<file path="src/rtl/abft_pkg.sv">
// Shared types and sizing for the ABFT sequencing controller.
package abft_pkg;
  localparam int ROWS      = 4;
  localparam int ROW_W     = 2;
  localparam int ERR_CNT_W = 8;

  typedef enum logic [2:0] {
    S_IDLE,
    S_CLEAR,
    S_LOAD,
    S_CHECK,
    S_READ,
    S_DONE
  } abft_state_e;
endpackage

</file>
<file path="src/rtl/abft_seq_ctrl_if.sv">
// Control/handshake bundle between the ABFT controller (slave) and its environment (master).
// Both row streams transfer on a cycle where valid and ready are high together; ready never waits on valid.
interface abft_seq_ctrl_if;
  import abft_pkg::*;

  logic                 start;
  logic                 src_valid;
  logic                 src_ready;
  logic                 dp_clr;
  logic                 dp_load;
  logic [ROW_W-1:0]     dp_row;
  logic                 dp_error;
  logic [ROW_W-1:0]     dp_sel;
  logic                 out_valid;
  logic                 out_ready;
  logic                 busy;
  logic                 done;
  logic                 fail;
  logic [1:0]           retry_cnt;
  logic [ERR_CNT_W-1:0] err_total;
  abft_state_e          dbg_state;

  modport master (
    output start, src_valid, dp_error, out_ready,
    input  src_ready, dp_clr, dp_load, dp_row, dp_sel, out_valid,
           busy, done, fail, retry_cnt, err_total, dbg_state
  );

  modport slave (
    input  start, src_valid, dp_error, out_ready,
    output src_ready, dp_clr, dp_load, dp_row, dp_sel, out_valid,
           busy, done, fail, retry_cnt, err_total, dbg_state
  );
endinterface

</file>
<file path="src/rtl/abft_beat_cnt.sv">
// Row-index counter with clear (priority over enable) and last-row flag.
module abft_beat_cnt
  import abft_pkg::*;
(
  input  logic             clk,
  input  logic             rst,
  input  logic             clr_i,
  input  logic             en_i,
  output logic [ROW_W-1:0] cnt_o,
  output logic             term_o
);
  logic [ROW_W-1:0] cnt_q, cnt_d;

  always_comb begin
    cnt_d = cnt_q;
    if (clr_i)     cnt_d = '0;
    else if (en_i) cnt_d = cnt_q + 1'b1;
  end

  always_ff @(posedge clk or negedge rst) begin
    if (!rst) cnt_q <= '0;
    else      cnt_q <= cnt_d;
  end

  assign cnt_o  = cnt_q;
  assign term_o = (cnt_q == ROW_W'(ROWS - 1));
endmodule

</file>
<file path="src/rtl/abft_seq_ctrl.sv">
// ABFT batch sequencer: clear, load 4 rows, checksum check (optional retry), read out 4 rows.
// Retry-on-error path is compiled in only when ABFT_RETRY_EN is defined.
module abft_seq_ctrl
  import abft_pkg::*;
#(
  parameter int CHECK_LAT = 1,
  parameter int MAX_RETRY = 2
) (
  input logic            clk,
  input logic            rst,
  abft_seq_ctrl_if.slave ctrl_if
);
`ifdef ABFT_RETRY_EN
  localparam bit RetryOn = 1'b1;
`else
  localparam bit RetryOn = 1'b0;
`endif
  localparam logic [1:0] ChkLast = 2'(CHECK_LAT - 1);

  abft_state_e          state_q, state_d;
  logic [1:0]           chk_cnt_q, chk_cnt_d;
  logic [1:0]           retry_q, retry_d;
  logic                 fail_q, fail_d;
  logic [ERR_CNT_W-1:0] err_q, err_d;

  logic             cnt_clr, beat_en, beat_term, row_en, row_term;
  logic [ROW_W-1:0] beat_cnt, row_cnt;
  logic             retry_ok;

  assign ctrl_if.src_ready = (state_q == S_LOAD);
  assign ctrl_if.dp_load   = ctrl_if.src_valid & ctrl_if.src_ready;
  assign ctrl_if.dp_clr    = (state_q == S_CLEAR);
  assign ctrl_if.out_valid = (state_q == S_READ);
  assign ctrl_if.done      = (state_q == S_DONE);
  assign ctrl_if.busy      = (state_q != S_IDLE);
  assign ctrl_if.dp_row    = beat_cnt;
  assign ctrl_if.dp_sel    = row_cnt;
  assign ctrl_if.fail      = fail_q;
  assign ctrl_if.retry_cnt = retry_q;
  assign ctrl_if.err_total = err_q;
  assign ctrl_if.dbg_state = state_q;

  assign cnt_clr  = (state_q == S_CLEAR);
  assign beat_en  = ctrl_if.dp_load;
  assign row_en   = ctrl_if.out_valid & ctrl_if.out_ready;
  // Without retry support retry_ok is constant 0, so retry_q never leaves 0.
  assign retry_ok = RetryOn && (int'(retry_q) < MAX_RETRY);

  abft_beat_cnt u_beat_cnt (
    .clk(clk), .rst(rst), .clr_i(cnt_clr), .en_i(beat_en),
    .cnt_o(beat_cnt), .term_o(beat_term)
  );

  abft_beat_cnt u_row_cnt (
    .clk(clk), .rst(rst), .clr_i(cnt_clr), .en_i(row_en),
    .cnt_o(row_cnt), .term_o(row_term)
  );

  always_comb begin
    state_d   = state_q;
    chk_cnt_d = chk_cnt_q;
    retry_d   = retry_q;
    fail_d    = fail_q;
    err_d     = err_q;
    case (state_q)
      S_IDLE: if (ctrl_if.start) begin
        state_d = S_CLEAR;
        fail_d  = 1'b0;
        retry_d = '0;
      end
      S_CLEAR: state_d = S_LOAD;
      S_LOAD: if (ctrl_if.dp_load && beat_term) begin
        state_d   = S_CHECK;
        chk_cnt_d = '0;
      end
      S_CHECK: begin
        if (chk_cnt_q != ChkLast) begin
          chk_cnt_d = chk_cnt_q + 2'd1;
        end else if (!ctrl_if.dp_error) begin
          state_d = S_READ;
        end else begin
          err_d = (err_q == '1) ? err_q : err_q + 1'b1;
          if (retry_ok) begin
            retry_d = retry_q + 2'd1;
            state_d = S_CLEAR;
          end else begin
            fail_d  = 1'b1;
            state_d = S_DONE;
          end
        end
      end
      S_READ: if (row_en && row_term) state_d = S_DONE;
      S_DONE: state_d = S_IDLE;
      default: state_d = S_IDLE;
    endcase
  end

  always_ff @(posedge clk or negedge rst) begin
    if (!rst) begin
      state_q   <= S_IDLE;
      chk_cnt_q <= '0;
      retry_q   <= '0;
      fail_q    <= 1'b0;
      err_q     <= '0;
    end else begin
      state_q   <= state_d;
      chk_cnt_q <= chk_cnt_d;
      retry_q   <= retry_d;
      fail_q    <= fail_d;
      err_q     <= err_d;
    end
  end
endmodule

</file>
<file path="src/flat_wrapper.sv">
// flat-port wrapper written by rule: the top's interface ports become plain ports
module abft_seq_ctrl_flat import abft_pkg::*;
#(
  parameter int CHECK_LAT = 1,
  parameter int MAX_RETRY = 2
)
  (clk, rst, ctrl_if_start, ctrl_if_src_valid, ctrl_if_dp_error, ctrl_if_out_ready, ctrl_if_src_ready, ctrl_if_dp_clr, ctrl_if_dp_load, ctrl_if_dp_row, ctrl_if_dp_sel, ctrl_if_out_valid, ctrl_if_busy, ctrl_if_done, ctrl_if_fail, ctrl_if_retry_cnt, ctrl_if_err_total, ctrl_if_dbg_state);
  abft_seq_ctrl_if ctrl_if_i ();
  input logic clk;
  input logic rst;
  input wire logic [$bits(ctrl_if_i.start)-1:0] ctrl_if_start;
  input wire logic [$bits(ctrl_if_i.src_valid)-1:0] ctrl_if_src_valid;
  input wire logic [$bits(ctrl_if_i.dp_error)-1:0] ctrl_if_dp_error;
  input wire logic [$bits(ctrl_if_i.out_ready)-1:0] ctrl_if_out_ready;
  output wire logic [$bits(ctrl_if_i.src_ready)-1:0] ctrl_if_src_ready;
  output wire logic [$bits(ctrl_if_i.dp_clr)-1:0] ctrl_if_dp_clr;
  output wire logic [$bits(ctrl_if_i.dp_load)-1:0] ctrl_if_dp_load;
  output wire logic [$bits(ctrl_if_i.dp_row)-1:0] ctrl_if_dp_row;
  output wire logic [$bits(ctrl_if_i.dp_sel)-1:0] ctrl_if_dp_sel;
  output wire logic [$bits(ctrl_if_i.out_valid)-1:0] ctrl_if_out_valid;
  output wire logic [$bits(ctrl_if_i.busy)-1:0] ctrl_if_busy;
  output wire logic [$bits(ctrl_if_i.done)-1:0] ctrl_if_done;
  output wire logic [$bits(ctrl_if_i.fail)-1:0] ctrl_if_fail;
  output wire logic [$bits(ctrl_if_i.retry_cnt)-1:0] ctrl_if_retry_cnt;
  output wire logic [$bits(ctrl_if_i.err_total)-1:0] ctrl_if_err_total;
  output wire logic [$bits(ctrl_if_i.dbg_state)-1:0] ctrl_if_dbg_state;
  assign ctrl_if_i.start = ctrl_if_start;
  assign ctrl_if_i.src_valid = ctrl_if_src_valid;
  assign ctrl_if_i.dp_error = ctrl_if_dp_error;
  assign ctrl_if_i.out_ready = ctrl_if_out_ready;
  assign ctrl_if_src_ready = ctrl_if_i.src_ready;
  assign ctrl_if_dp_clr = ctrl_if_i.dp_clr;
  assign ctrl_if_dp_load = ctrl_if_i.dp_load;
  assign ctrl_if_dp_row = ctrl_if_i.dp_row;
  assign ctrl_if_dp_sel = ctrl_if_i.dp_sel;
  assign ctrl_if_out_valid = ctrl_if_i.out_valid;
  assign ctrl_if_busy = ctrl_if_i.busy;
  assign ctrl_if_done = ctrl_if_i.done;
  assign ctrl_if_fail = ctrl_if_i.fail;
  assign ctrl_if_retry_cnt = ctrl_if_i.retry_cnt;
  assign ctrl_if_err_total = ctrl_if_i.err_total;
  assign ctrl_if_dbg_state = ctrl_if_i.dbg_state;
  abft_seq_ctrl #(.CHECK_LAT(CHECK_LAT), .MAX_RETRY(MAX_RETRY)) u_core (.clk(clk), .rst(rst), .ctrl_if(ctrl_if_i));
endmodule
</file>
<file path="config.mk">
export PLATFORM = sky130hd
export DESIGN_NAME = abft_seq_ctrl_flat
export DESIGN_NICKNAME = d
export VERILOG_FILES = /design/src/rtl/abft_pkg.sv /design/src/rtl/abft_seq_ctrl_if.sv /design/src/rtl/abft_beat_cnt.sv /design/src/rtl/abft_seq_ctrl.sv /design/src/flat_wrapper.sv
export SDC_FILE = /design/constraint.sdc
export NUM_CORES = 1
export LEC_CHECK = 0
export BUFFER_PORTS_ARGS = -buffer_cell sky130_fd_sc_hd__buf_4
export CAP_MARGIN = 10
export CORE_ASPECT_RATIO = 1.4
export CORE_MARGIN = 10
export CORE_UTILIZATION = 45
export DETAILED_ROUTE_END_ITERATION = 8
export GPL_ROUTABILITY_DRIVEN = 1
export PLACE_DENSITY = 0.75
export SETUP_SLACK_MARGIN = 0.15
export SLEW_MARGIN = 20
export SYNTH_ARGS = -nofsm -noshare
export SYNTH_HDL_FRONTEND = slang
export SYNTH_HIERARCHICAL = 1
export SYNTH_SLANG_ARGS = --single-unit
</file>
<file path="constraint.sdc">
create_clock -name clk -period 1.63 [get_ports clk]
set_input_delay 0.326 -clock clk [delete_from_list [all_inputs] [get_ports clk]]
set_output_delay 0.326 -clock clk [all_outputs]
set_load 0.02 [all_outputs]
</file>
==> results of run 1 <==
layout make-up:
| cell class | instances | area (um^2) | area share [%] |
|---|---|---|---|
| Timing Repair Buffer | 69 | 596 | 33.8 |
| Sequential cell | 18 | 455 | 25.9 |
| Clock buffer | 4 | 26.3 | 1.49 |
| Tap cell | 22 | 27.5 | 1.56 |
| Multi-Input combinational cell | 73 | 622 | 35.3 |
| Inverter | 8 | 33.8 | 1.92 |
cell families (layout without fill, tap and decap cells):
logic type	Yosys count	count (layout)	synth area share, %
XOR/XNOR	6	6	5.28
buffers and inverters	13	81	5.78
adder cells (fa/ha/maj)	4	4	5.03
AO/OA/AOI/OAI	15	15	10.8
AND/OR/NAND/NOR	40	40	21.2
multiplexers	6	6	6.28
flip-flops	18	18	45.2
other	1	2	0.377
Yosys cell counts:
master | n | area [um^2]
a22oi_1 | 1 | 7.51
a2111oi_4 | 1 | 27.5
mux2_2 | 2 | 22.5
nand3_1 | 1 | 5.00
and3_1 | 1 | 6.26
nor3_2 | 1 | 10.0
conb_1 | 1 | 3.75
o22ai_1 | 1 | 6.26
and2_1 | 1 | 6.26
inv_1 | 8 | 30.0
and4_4 | 1 | 11.3
nand2_1 | 7 | 26.3
nor3_1 | 3 | 15.0
or3_1 | 1 | 6.26
and3_4 | 1 | 11.3
nand4_1 | 4 | 25.0
a31oi_1 | 2 | 12.5
buf_2 | 1 | 5.00
nor3b_1 | 1 | 7.51
a2bb2oi_1 | 1 | 8.76
nand2b_1 | 2 | 12.5
clkbuf_1 | 2 | 7.51
o21ai_0 | 5 | 25.0
ha_1 | 4 | 50.1
or2_2 | 1 | 6.26
nand3_2 | 1 | 10.0
mux2i_1 | 4 | 40.0
buf_4 | 2 | 15.0
nor2_1 | 14 | 52.6
xnor2_1 | 5 | 43.8
dfrtp_1 | 18 | 450
xor2_1 | 1 | 8.76
a21oi_1 | 4 | 20.0
registers in the layout (all words and copies together), names as in the netlist:
| signal | cells |
|---|---|
| u_core/chk_cnt_q | 2 |
| u_core/ctrl_if.dbg_state | 3 |
| u_core/ctrl_if.err_total | 8 |
| u_core/ctrl_if.fail | 1 |
| u_core/u_beat_cnt/cnt_o | 2 |
| u_core/u_row_cnt/cnt_o | 2 |
worst max-delay path, cell delays in order (launching register included):
cell and delay, ns:
dfrtp_1 0.42, buf_6 0.13, or3_4 0.38, buf_6 0.14
layer usage:
layer / GRT usage [%] / vias to the layer above
met5: 0 / -
met4: 8.50 / 0
met3: 5.17 / 6
met2: 26.3 / 30
met1: 12.6 / 514
li1: - / 489
how the worst max path moves through the flow:
stage	start	to	slack [ns]	cells past startpoint
after global routing	u_core/ctrl_if.dbg_state[0]	ctrl_if_dp_clr	-0.11	4
after CTS	u_core/ctrl_if.dbg_state[2]	ctrl_if_busy	-0.05	3
after floorplan	u_core/ctrl_if.err_total[0]	u_core/ctrl_if.err_total[1]	-0.08	4
after detailed placement	u_core/ctrl_if.err_total[0]	u_core/ctrl_if.err_total[3]	-0.04	5
final	u_core/ctrl_if.dbg_state[0]	ctrl_if_busy	-0.06	3
after global placement	u_core/ctrl_if.err_total[1]	u_core/ctrl_if.err_total[1]	-0.007	4
timing repair:
action,4_1_cts,5_1_grt
resized for setup,21,19
hold buffers,1,0
setup buffers,18,8
endpoints found under the hold margin,18,0
setup endpoints to repair,14,17
pin swaps,13,6
power groups by stage:
stage	clock network (mW)	logic, mW	registers, mW
after CTS	0.244	1.96	0.742
final	0.237	2.18	0.750
after global placement	0	1.48	0.758
after global routing	0.257	2.33	0.768
after floorplan	0	0.736	0.911
after detailed placement	0	1.53	0.771
==> flow_summary.yaml, run 1 <==
global_routing:
  grt_max_degree: 19
  grt_use_total_pct: 14.2
  first_global_vias: 1136
  grt_first_pass_wirelength_um: 4950
  grt-ovfl-total: 0
  antenna_found_initial: 0
critical_path:
  crit_path_start_kind: "flop"
  rrSetupSlack_ns: 0.01
  endpoint_kind: "primary output"
  reg2reg_from: "u_core/ctrl_if.err_total[0]"
  crit_required_ns: 1.30
  worstPathMaxFanout: 2
  r2r-end: "u_core/ctrl_if.err_total[1]"
  critPathArrivalTime_ns: 1.36
  r2r_cells: 4
  worstSetupPathType: "reg -> out"
timing:
  hold_viol_final: 0
  slew_violations: 0
  hold_slack_ns: 0.324
  finClkSkew_ns: 0.00137
  fmaxAchievable_mhz: 592
  fin_crit_ns: 1.69
  finalCritPeriodShare_pct: 104
  finalSetupViolCount: 2
  fin_ws_ns: -0.0601
  rsz0062_at_grt: "yes"
  fin_setup_tns_ns: -0.0892
pwr:
  power_density_mw_per_mm2: 1800
  p_clk_share_pct: 7.5
  p_leak_nw: 0.854
  ir_drop_mv: 1.28
  p_comb_share_pct: 68.8
  seqPwrFrac_pct: 23.7
  netSwitchingFraction_pct: 42.2
  p_int_mw: 1.83
  power_mw: 3.17
  switchingPower_mw: 1.34
clocking:
  cts_buffer_depth: 2
  clk_latency_ns: 0.30
  cts_max_level: 1
  cts_sinks: 18
  cts_buffers: 3
  cts_tree: "yes"
  root_buffer: "clkbuf_4"
  clk_pin_slew_worst_paths_ns: 0.10
drt:
  drc_errors: 0
  avgViaCountPerCell: 5.36
  wl_um: 3320
  vias: 1039
  wl_met2_um: 1890
  ant_nets: 0
  highest_layer: "met4"
  wl_met1_um: 1150
  wl_per_cell_um: 17.1
  drt-initial-drc-count: 21
  wl_met3_um: 207
  drtPass1Iterations: 4
worst_hold_path:
  hold_class: "in -> reg"
  min_to: "u_core/ctrl_if.fail"
  hold-path-cell-count: 3
  hp-start: "ctrl_if_dp_error"
finish:
  layout_commonest_cell: "buf_4"
  area_growth_syn_to_layout_pct: 76.8
  layout.nets: 183
  final_cell_count_no_fill: 194
  drive_above_1_share_pct: 58.1
  final_cell_area_mm2: 0.00176
  final_cell_mix: "buf_4, buf_6, dfrtp_1"
  utilization_pct: 81.8
  antenna_cells: 0
  fill_cells: 137
floorplanning:
  die_y_um: 75.7
  rows: 20
  die-area_mm2: 0.00452
  num_io_pins: 30
  core_area_mm2: 0.00215
  start_util_pct: 46.3
  die_w_um: 59.8
synthesis:
  synth.distinct_cells: 33
  synth_seq_cells: 18
  yosysWarnings: 6
  netlist_area_um2: 996
  post_synth.cell_area_avg_um2: 9.67
  seq_area_frac_synth_pct: 45.2
  syn_inst: 103
placed_design:
  pre_cts_slack_ns: -0.0417
  place_congestion: 0.769
  port-buffer-count: 27
  place_area_mm2: 0.00137
  dp.cells: 163
  dp_hpwl_um: 2130
job:
  drv_cap: 0
status:
  violations: "setup timing"
  status: "finished, violations left"
Note: power is estimated with default switching activity, not from simulation.
==> run 2: changes to the inputs <==
Settings changed: BUFFER_PORTS_ARGS -buffer_cell sky130_fd_sc_hd__buf_4 to default, CORE_UTILIZATION 45 to 54, DONT_BUFFER_PORTS from default to 1, PLACE_DENSITY 0.75 to 0.73.
==> run 2 against run 1 <==
Compared with the run above:
- the flow still finishes with violations (setup timing)
- register-to-register slack got worse by 0.02 ns
- fmax is 1.7% higher
- final cell count is 15% lower
- sequential share of layout area rose by 4.4 points
- clock power increased by 20%
- critical path depth grew 1
- wire length is 2.3% higher
- critical endpoint is now ctrl_if_out_valid
- largest cell class unchanged
==> flow_summary.yaml, run 2 (synthesis results as in run 1) <==
job:
  drv_cap: 0
critical_path:
  critPathArrivalTime_ns: 1.34
  worstSetupPathType: "reg -> out"
  endpoint_kind: "primary output"
  worstPathMaxFanout: 5
  crit_path_start_kind: "flop"
  crit_required_ns: 1.30
clocking:
  cts_buffers: 3
  clk_pin_slew_worst_paths_ns: 0.11
  root_buffer: "clkbuf_4"
  cts_sinks: 18
  clk_latency_ns: 0.30
  cts_max_level: 1
  cts_buffer_depth: 2
  cts_tree: "yes"
placed_design:
  port-buffer-count: 0
  dp_hpwl_um: 1930
  place_congestion: 0.779
drt:
  ant_nets: 0
  vias: 948
  wl_um: 3400
  avgViaCountPerCell: 5.75
  drc_errors: 0
  wl_per_cell_um: 20.6
  drt-initial-drc-count: 44
  drtPass1Iterations: 4
timing:
  rsz0062_at_grt: "yes"
  finalSetupViolCount: 3
  tightest_slew_ns: 0.814
  fmaxAchievable_mhz: 602
  slew_violations: 0
  slew-limit-headroom_pct: 45.6
  finalCritPeriodShare_pct: 102
  hold_viol_final: 0
  hold_slack_ns: 0.219
  fin_ws_ns: -0.0315
  fin_crit_ns: 1.66
  finClkSkew_ns: 0.000530
finish:
  largest_register_ff_count: 8
  layout_commonest_cell: "buf_4"
  layout.nets: 156
  final_cell_mix: "buf_4, dfrtp_1, nor2_1"
  area_growth_syn_to_layout_pct: 50.9
  drive_above_1_share_pct: 49.7
  utilization_pct: 85.5
  antenna_cells: 0
pwr:
  p_leak_nw: 0.712
  ir_drop_mv: 1.47
  power_density_mw_per_mm2: 1960
floorplanning:
  die_y_um: 70.8
  rows: 18
  die-area_mm2: 0.00399
  core_area_mm2: 0.00176
  start_util_pct: 56.7
  num_io_pins: 30
  die_w_um: 56.3
global_routing:
  antenna_found_initial: 0
  first_global_vias: 995
  grt-ovfl-total: 0
  grt_max_degree: 19
  grt_first_pass_wirelength_um: 4660
  grt_use_total_pct: 14.0
worst_hold_path:
  hold_class: "in -> reg"
status:
  violations: "setup timing"
  status: "finished, violations left"
==> run 2: worst paths after layout <==
| check | to | slack [ns] | start | cells after the start |
|---|---|---|---|---|
| worst max-delay path | ctrl_if_out_valid | -0.03 | u_core/ctrl_if.dbg_state[1] | 4 |
| worst min-delay path | u_core/ctrl_if.fail | 0.22 | ctrl_if_dp_error | 2 |
| worst max register to register | u_core/ctrl_if.err_total[3] | -0.01 | u_core/ctrl_if.err_total[0] | 6 |
| worst min register to register | u_core/ctrl_if.err_total[2] | 0.64 | u_core/ctrl_if.err_total[2] | 2 |
| max in group asynchronous | u_core/ctrl_if.dbg_state[0] | 0.53 | rst | 1 |
| min in group asynchronous | u_core/ctrl_if.fail | 0.55 | rst | 1 |
==> run 2: timing repair <==
item | in CTS | in global routing
resized for setup | 19 | 7
buffers inserted | 12 | 9
gates cloned | 1 | 0
hold endpoints to repair | 18 | 0
endpoints found under the setup margin | 12 | 14
pin swaps | 6 | 6
hold buffers | 1 | 0
==> run 2: stage by stage <==
stage                     instances  cell area, um^2  total power [mW]  setup TNS (ns)  worst slack (ns)
after floorplan                 104             1050              1.65          -0.186           -0.0768
after global placement          138             1190              1.99        -0.00878          -0.00878
after detailed placement        138             1190              2.03          -0.152           -0.0673
after CTS                       156             1410              2.63               0            0.0180
after global routing            165             1500              3.11          -0.229           -0.0769
final                           165             1500              2.94         -0.0497           -0.0315
==> run 2: final cells by class <==
class	instances	area, um^2
Clock buffer	4	36.3
Multi-Input combinational cell	73	599
Sequential cell	18	455
Inverter	8	33.8
Tap cell	20	25.0
Fill cell	94	254
Timing Repair Buffer	42	353
==> run 2: power by group <==
group	leakage (nW)	total (mW)	switching, mW	internal (mW)
logic	0.471	1.85	0.968	0.882
clock network	0.0210	0.285	0.148	0.136
registers	0.220	0.809	0.205	0.604
total	0.712	2.94	1.32	1.62
==> run 2: routing by layer <==
layer  GRT usage (%)  up-vias  share of wire [%]
met4            5.90        0                2.6
li1                -      439                  -
met3            5.54        9                8.4
met1            13.7      449                 34
met2            25.5       51                 55
met5               0        -                  0
==> run 2: worst max-delay path: stages (launching register included) <==
cell and delay, ns:
dfrtp_1 0.43, buf_6 0.16, nand2b_4 0.17, nor2_1 0.11, buf_4 0.16
==> run 3: changes to the inputs <==
Settings changed: CELL_PAD_IN_SITES_DETAIL_PLACEMENT from default to 1, CELL_PAD_IN_SITES_GLOBAL_PLACEMENT from default to 1, CORE_UTILIZATION 54 to 41, PLACE_DENSITY 0.73 to 0.74, SETUP_SLACK_MARGIN 0.15 to default.
==> run 3 against run 2 <==
Compared with the run above:
- the run still ends with setup timing left
- critical path depth rose by 1
- total power fell by 9.8%
- die area rose by 21%
- sequential share of layout area rose by 2.5 points
- combinational power fell by 15%
- via count fell by 6.6%
- worst setup slack improved by 0.023 ns
- final cell count fell by 2.4%
- worst hold slack got worse by 0.0039 ns
- highest routed layer unchanged
- wire length fell by 12%
- critical endpoint is now u_core/ctrl_if.err_total[1]
- clock power fell by 2%
- non-clock buffer count fell by 7
==> flow_summary.yaml, run 3 (synthesis results as in run 1) <==
status:
  status: "finished, violations left"
  violations: "setup timing"
finish:
  final_cell_mix: "buf_4, dfrtp_1, nor2_1"
  layout.nets: 149
  antenna_cells: 0
  drive_above_1_share_pct: 43.5
  layout_commonest_cell: "buf_4"
  area_growth_syn_to_layout_pct: 39.4
  fill_cells: 276
  seq_area_um2: 455
  final_cell_area_mm2: 0.00139
  largest_register_ff_count: 8
  multiInputGateArea_um2: 562
floorplanning:
  start_util_pct: 42.1
  die_y_um: 78.3
  core_area_mm2: 0.00236
  rows: 21
  die-area_mm2: 0.00483
  die_w_um: 61.7
  num_io_pins: 30
pwr:
  ir_drop_mv: 1.09
  p_leak_nw: 0.675
  power_density_mw_per_mm2: 1910
  netSwitchingFraction_pct: 45.0
  power_mw: 2.65
  seqPwrFrac_pct: 30.5
  p_clk_share_pct: 10.5
  p_comb_share_pct: 59.0
  p_int_mw: 1.46
  switchingPower_mw: 1.19
placed_design:
  dp_hpwl_um: 2170
  place_area_mm2: 0.00121
  port-buffer-count: 0
  place_congestion: 0.722
drt:
  drc_errors: 0
  drt-initial-drc-count: 31
  drtPass1Iterations: 4
  wl_per_cell_um: 18.7
  avgViaCountPerCell: 5.50
  wl_um: 3010
  ant_nets: 0
  vias: 885
clocking:
  cts_buffers: 3
  root_buffer: "clkbuf_4"
  clk_pin_slew_worst_paths_ns: 0.10
  cts_buffer_depth: 2
  cts_sinks: 18
  clk_latency_ns: 0.29
  cts_tree: "yes"
  cts_max_level: 1
global_routing:
  first_global_vias: 990
  grt-ovfl-total: 0
  grt_max_degree: 19
  grt_first_pass_wirelength_um: 4680
  grt_use_total_pct: 12.5
  antenna_found_initial: 0
critical_path:
  r2r-end: "u_core/ctrl_if.err_total[1]"
  endpoint_kind: "flop"
  critPathCapture: "u_core/ctrl_if.err_total[1]"
  crit_path_start: "u_core/ctrl_if.err_total[1]"
  worstSetupPathType: "reg -> reg"
  worstPathMaxFanout: 5
  crit_required_ns: 1.82
  crit_path_start_kind: "flop"
  reg2reg_from: "u_core/ctrl_if.err_total[1]"
  rrSetupSlack_ns: -0.008
  r2r_cells: 5
  critPathArrivalTime_ns: 1.83
job:
  drv_cap: 0
timing:
  slew-limit-headroom_pct: 42.3
  slew_violations: 0
  hold_slack_ns: 0.216
  tightest_slew_ns: 0.863
  finalSetupViolCount: 1
  hold_viol_final: 0
  finClkSkew_ns: 0.00111
  fmaxAchievable_mhz: 610
  rsz0062_at_grt: "yes"
  finalCritPeriodShare_pct: 101
  fin_ws_ns: -0.00834
  fin_crit_ns: 1.64
worst_hold_path:
  hold_class: "in -> reg"
==> run 3: changes by cell type in the layout (fill, tap and decap cells not counted), sizes merged <==
cell	change
inv	+1
clkinvlp	-1
buf	-7
==> run 3: cell type report <==
class	count	area share, %
sequential	18	32.8
tap	23	2.07
multi-input combinational	73	40.5
clock buffer	4	2.61
timing repair buffer	35	19.9
inverter	8	2.16
==> run 3: worst max-delay path, cell delays in order (launching register included) <==
cell	delay [ns]
dfrtp_2	0.44
ha_4	0.16
and4_4	0.16
a2111oi_4	0.28
buf_4	0.20
mux2_4	0.29
==> run 3: worst min-delay path by stage <==
stage                     start                          end  slack [ns]  cells past startpoint
2_1_floorplan               rst          u_core/chk_cnt_q[0]        0.03                      0
3_3_place_gp                rst  u_core/ctrl_if.err_total[2]        0.03                      0
3_5_place_dp                rst  u_core/ctrl_if.err_total[3]        0.03                      0
4_1_cts        ctrl_if_dp_error          u_core/ctrl_if.fail        0.21                      2
5_1_grt        ctrl_if_dp_error          u_core/ctrl_if.fail        0.26                      2
6_report       ctrl_if_dp_error          u_core/ctrl_if.fail        0.22                      2
==> run 3: per-layer routing <==
layer / wire length [um] / global-route usage, % / part of all wire (%)
met4: 48 / 3.36 / 1.6
met3: 269 / 4.35 / 8.9
met2: 1650 / 22.5 / 55
met1: 1040 / 12.9 / 34
met5: 0 / 0 / 0
==> run 3: timing repair <==
item | CTS | global route
endpoints found under the hold margin | 18 | 0
buffers inserted | 4 | 7
pin swaps | 2 | 4
hold buffers | 1 | 0
gates cloned | 0 | 0
resized for setup | 7 | 6
endpoints found under the setup margin | 11 | 8
==> run 3: metrics by stage <==
| step | setup TNS [ns] | std cells | setup WS (ns) | utilization [%] |
|---|---|---|---|---|
| 2_1_floorplan | -0.181 | 104 | -0.0775 | - |
| 3_3_place_gp | -0.00164 | 145 | -0.00164 | 51.3 |
| 3_5_place_dp | -0.103 | 145 | -0.0519 | 51.3 |
| 4_1_cts | 0 | 154 | 0.00349 | 55.7 |
| 5_1_grt | -0.294 | 161 | -0.0525 | 58.7 |
| 6_report | -0.00834 | 161 | -0.00834 | 58.7 |
==> run 3: power by group through the flow <==
stage	registers, mW	logic [mW]	clock network [mW]
CTS	0.816	1.37	0.285
detailed placement	0.836	1.25	0
global placement	0.826	1.19	0
floorplan	0.911	0.718	0
global route	0.833	1.72	0.310
finish	0.810	1.57	0.278
